<file path="src/rtl/shift_sequencer.sv">
// Multi-cycle controller that turns a single-position shifter into an N-position
// shift/rotate unit by feeding each result back onto A_bus once per clock.
module shift_sequencer #(
   parameter int CNT_W = 4
) (
   input  logic             clk,
   input  logic             reset,
   input  logic             start,
   input  logic [2:0]       op,
   input  logic [CNT_W-1:0] count,
   input  logic [15:0]      din,
   input  logic             cf_init,
   input  logic [15:0]      shf_result,
   input  logic             shf_cf,
   output logic             Rin,
   output logic             Lin,
   output logic             Ain,
   output logic             Bin,
   output logic             Cin,
   output logic             Din,
   output logic             Ein,
   output logic             SHS,
   output logic [15:0]      A_bus,
   output logic             busy,
   output logic             done,
   output logic [15:0]      result,
   output logic             cf
);

   localparam logic [1:0] ST_IDLE  = 2'd0;
   localparam logic [1:0] ST_SHIFT = 2'd1;
   localparam logic [1:0] ST_DONE  = 2'd2;

   localparam logic [CNT_W-1:0] CNT_ONE = {{(CNT_W-1){1'b0}}, 1'b1};

   logic [1:0]       state_q, state_d;
   logic [15:0]      acc_q, acc_d;
   logic             cf_q, cf_d;
   logic [2:0]       op_q, op_d;
   logic [CNT_W-1:0] cnt_q, cnt_d;

   logic in_shift, in_done, decode_c;

   always_comb begin
      // NOTE: every _d starts as its _q so no path through the case can infer a latch.
      state_d = state_q;
      acc_d   = acc_q;
      cf_d    = cf_q;
      op_d    = op_q;
      cnt_d   = cnt_q;
      case (state_q)
         ST_IDLE: begin
            if (start) begin
               acc_d   = din;
               cf_d    = cf_init;
               op_d    = op;
               cnt_d   = count;
               state_d = (count != '0) ? ST_SHIFT : ST_DONE;
            end
         end
         ST_SHIFT: begin
            acc_d = shf_result;
            cf_d  = shf_cf;
            cnt_d = cnt_q - CNT_ONE;
            if (cnt_q == CNT_ONE) state_d = ST_DONE;
         end
         ST_DONE: state_d = ST_IDLE;
         default: state_d = ST_IDLE;
      endcase
   end

   // NOTE: state updates use non-blocking assignments so all flops sample the same pre-edge values.
   always_ff @(posedge clk) begin
      if (reset) begin
         state_q <= ST_IDLE;
         acc_q   <= '0;
         cf_q    <= 1'b0;
         op_q    <= '0;
         cnt_q   <= '0;
      end else begin
         state_q <= state_d;
         acc_q   <= acc_d;
         cf_q    <= cf_d;
         op_q    <= op_d;
         cnt_q   <= cnt_d;
      end
   end

   assign in_shift = (state_q == ST_SHIFT);
   assign in_done  = (state_q == ST_DONE);

   // Carry is offered to the shifter only for the left modes that can consume it.
   assign decode_c = (op_q == 3'b000) || (op_q == 3'b100) || (op_q == 3'b110);

   assign Rin = in_shift &  op_q[0];
   assign Lin = in_shift & ~op_q[0];
   assign Ain = in_shift & (op_q[2:1] == 2'b01);
   assign Bin = in_shift & (op_q == 3'b000);
   assign Din = in_shift & (op_q == 3'b001);
   assign Ein = in_shift & (op_q[2:1] == 2'b11);
   assign Cin = in_shift & decode_c & cf_q;
   assign SHS = in_shift;

   assign A_bus  = acc_q;
   assign result = acc_q;
   assign cf     = cf_q;
   assign busy   = in_shift | in_done;
   assign done   = in_done;

endmodule

</file>
<file path="config.mk">
export PLATFORM = sky130hd
export DESIGN_NAME = shift_sequencer
export DESIGN_NICKNAME = d
export VERILOG_FILES = /design/src/rtl/shift_sequencer.sv
export SDC_FILE = /design/constraint.sdc
export NUM_CORES = 1
export LEC_CHECK = 0
export ABC_AREA = 0
export CAP_MARGIN = 20
export CORE_ASPECT_RATIO = 1.2
export CORE_MARGIN = 1
export CORE_UTILIZATION = 35
export CTS_CLUSTER_DIAMETER = 100
export DETAILED_ROUTE_END_ITERATION = 8
export GPL_ROUTABILITY_DRIVEN = 0
export GPL_TIMING_DRIVEN = 0
export PLACE_DENSITY = 0.77
export SLEW_MARGIN = 20
export SYNTH_ARGS = -nofsm -noshare
export SYNTH_HDL_FRONTEND = slang
export SYNTH_SLANG_ARGS = --single-unit
export TNS_END_PERCENT = 5
</file>
<file path="constraint.sdc">
create_clock -name clk -period 1.5 [get_ports clk]
set_clock_uncertainty 0.1 [all_clocks]
set_input_delay 0.3 -clock clk [delete_from_list [all_inputs] [get_ports clk]]
set_output_delay 0.3 -clock clk [all_outputs]
set_load 0.01 [all_outputs]
</file>
==> summary.txt <==
setup violators final - 30
pin count of the biggest net entering global routing - 15
num ports - 87
register-to-register setup slack - -0.30 ns
fin nets - 309
outcome - finished, violations left
Final period util - 1.26
CP endpoint kind - primary output
failing checks - negative setup slack
TritonCTS clock tree - done
max incr delay on CP - 0.35 ns
Rel. slew slack - 0.519
worst r2r dst - A_bus[7]$_SDFFE_PP0P_
HP Start - reset
# diodes - 0
Leak Pwr - 1.14 nW
Power Dens Cells - 1090 nW/um^2
setup tns final - -7.68 ns
Distinct cells, synth - 32
reg2reg path depth - 9
Critical Path RT - 1.10 ns
drt pass-1 iters - 4
routed len/inst - 12.8 um
Gate Count Post-Synth - 165
Compound-Gate Fraction of Synth Area - 0.222
Post-DRT Antenna Nets - 0
share of layout cells above drive strength 1 - 0.471
area leader, netlist - dfxtp_1
worst min path class - in2reg
die height - 75.4 um
cts bufs inserted - 3
worst-path fanout max - 4
Clock Pin Slew Worst Setup and Hold Paths - 0.09 ns
Synth Area in XOR/XNOR - 0
post-synthesis mux area share - 0.124
antenna violations before repair - 0
post-synthesis sequential area ratio - 0.331
setup ws final - -0.383 ns
Final min period - 1.88 ns
Layout area overhead - 71.3%
clock sinks - 26
main flop type after synthesis - dfxtp_1
GRT overflow - 0
Slew @ Worst Pin - 0.721 ns
DRC errors left - 0
Final Hold Vio Count - 0
syn nets - 214
DRT iter0 DRCs - 42
WP data arrival - 1.48 ns
simple-gate area share of the yosys netlist - 0.134
vias in the first global route - 1,398
Port Buffer Count - 85
fmax - 0.531 GHz
cells along the critical path - inv_2 -> ha_4 -> buf_8 -> buf_12 -> and2_4 -> nor3b_4 -> buf_2
CTS Hold Buffers Added - 0
CP max stage cell - dfxtp_2
area share of the largest cell type after synthesis - 0.331
ranking of synthesized cells by area - dfxtp_1 33%, a211oi_2 14%, mux2i_1 11%, buf_4 7.6%, nor2_1 4.3%
average cell area after synthesis - 9.52 sq um
total global-route track usage - 0.169
CTS Root Cell - clkbuf_8
Final Max Slew Viols - 0
FF+latch count, synth - 26
main combinational cell family by area after synthesis - compound AO/OA/AOI/OAI gates
CP Launch Type - flop
Max IR drop VDD - 498 uV
Crit Reg-Reg Startpoint - state_q[1]$_SDFFE_PP0P_
WHS Endpoint - A_bus[13]$_SDFFE_PP0P_
# H-tree levels - 1
hold path depth - 2
synth warn - 0
Clock Latency Late Sink - 0.26 ns
Initial Util - 0.366
asr flop ratio synth - 0
DR vias/cell - 4.75
die span in x - 63.2 um
clock tree buffer depth - 2
Detailed Route WL - 4030 um
Syn Std Cell Area - 1570 sq um
global-route wire length before repair - 6450 um
unrepaired setup endpoints after global routing - true
Post-synth EDFFs - 0
Post-Synth Adder-Cell Area - 0.0398
Vias - 1,496
core area - 4290 sq um
Detailed Place HPWL - 2970 um
hold slack - 0.326 ns
CP Class - reg2out
Site Rows - 26
Max Cap Viol - 0
die area - 4760 sq um
[flip-flops by register name (all words and copies together), names as in the netlist]
signal	count
op_q	3
cf	1
state_q	2
cnt_q	4
A_bus	16
[layout by cell type (no fill, tap or decap), types with 6 or more instances in the layout]
master,Yosys,routed
buf_4,16,37
a21oi_1,6,6
dfxtp_1,26,7
buf_2,4,7
dlygate4sd2_1,0,17
mux2i_1,18,17
nor2_1,18,8
nand2_1,7,7
dfxtp_2,0,19
a211oi_2,17,17
clkdlybuf4s50_1,0,42
[stage by stage]
step | std cells | util | setup slack, ns | total power [mW] | instance area [sq um]
2_1_floorplan | 165 | - | -0.104 | 1.84 | 1670
3_3_place_gp | 306 | 0.603 | -0.625 | 2.43 | 2590
3_5_place_dp | 306 | 0.603 | -0.643 | 2.46 | 2590
4_1_cts | 315 | 0.616 | -0.377 | 2.91 | 2650
5_1_grt | 315 | 0.627 | -0.452 | 3.14 | 2690
6_report | 315 | 0.627 | -0.383 | 2.94 | 2690
[metal layers]
metal  routed length [um]  up-vias  part of all wire  global-route usage
met2                 1960       54              0.49               0.330
met4                   23        0            0.0057              0.0429
li1                     -      753                 -                   -
met5                    0        -                 0                   0
met3                  298        2             0.074              0.0240
met1                 1750      687              0.43               0.195
[cells in the mapped netlist (3+ instances only)]
| cell type | number |
|---|---|
| o21ai_0 | 3 |
| clkbuf_1 | 3 |
| nor2_1 | 18 |
| buf_4 | 16 |
| ha_1 | 5 |
| dfxtp_1 | 26 |
| a21oi_1 | 6 |
| buf_2 | 4 |
| inv_1 | 7 |
| a211oi_2 | 17 |
| nor2b_1 | 5 |
| nand3_1 | 3 |
| mux2i_1 | 18 |
| buf_6 | 5 |
| o31ai_1 | 3 |
| nand2_1 | 7 |
[final cells by class]
cell class,count,area [sq um]
fillers,408,1600
multi-input cells,104,936
repair buffers,90,796
flip-flops and latches,26,544
plain buffers,28,265
well taps,56,70.1
clock buffers,4,55.1
inverters,7,26.3
[worst max path at each step]
stage	start	to	slack (ns)
after floorplan	state_q[0]$_SDFFE_PP0P_	cnt_q[1]$_SDFFE_PP0P_	-0.10
after global placement	state_q[1]$_SDFFE_PP0P_	Bin	-0.62
after detailed placement	state_q[1]$_SDFFE_PP0P_	Bin	-0.64
after CTS	state_q[1]$_SDFFE_PP0P_	Din	-0.38
after global routing	state_q[1]$_SDFFE_PP0P_	Bin	-0.45
final	state_q[1]$_SDFFE_PP0P_	Din	-0.38
[power by group]
group	total, mW	internal, mW	switching, mW
clock	0.445	0.234	0.211
combinational	1.53	0.874	0.660
sequential	0.961	0.836	0.124
total	2.94	1.94	0.995
[cells by family (layout without fill, tap and decap cells)]
family / after synthesis / in the layout
AOI/OAI and AO/OA: 37 / 37
muxes: 19 / 19
DFF: 26 / 26
buffers and inverters: 35 / 129
adders and majority gates: 5 / 5
and+or+nand+nor: 43 / 43
[worst max-delay path: cells and delay by family (launching register included)]
kind | cells | cell delay, ns
adders and majority gates | 1 | 0.16
and+or+nand+nor | 2 | 0.28
DFF | 1 | 0.35
buffers and inverters | 4 | 0.43
[repair_timing]
action,in CTS,in global routing
endpoints found under the hold margin,0,0
setup buffers,5,0
pin swaps,2,1
endpoints found under the setup margin,66,32
gates resized for setup,94,14
Note: power is estimated with default switching activity, not from simulation.
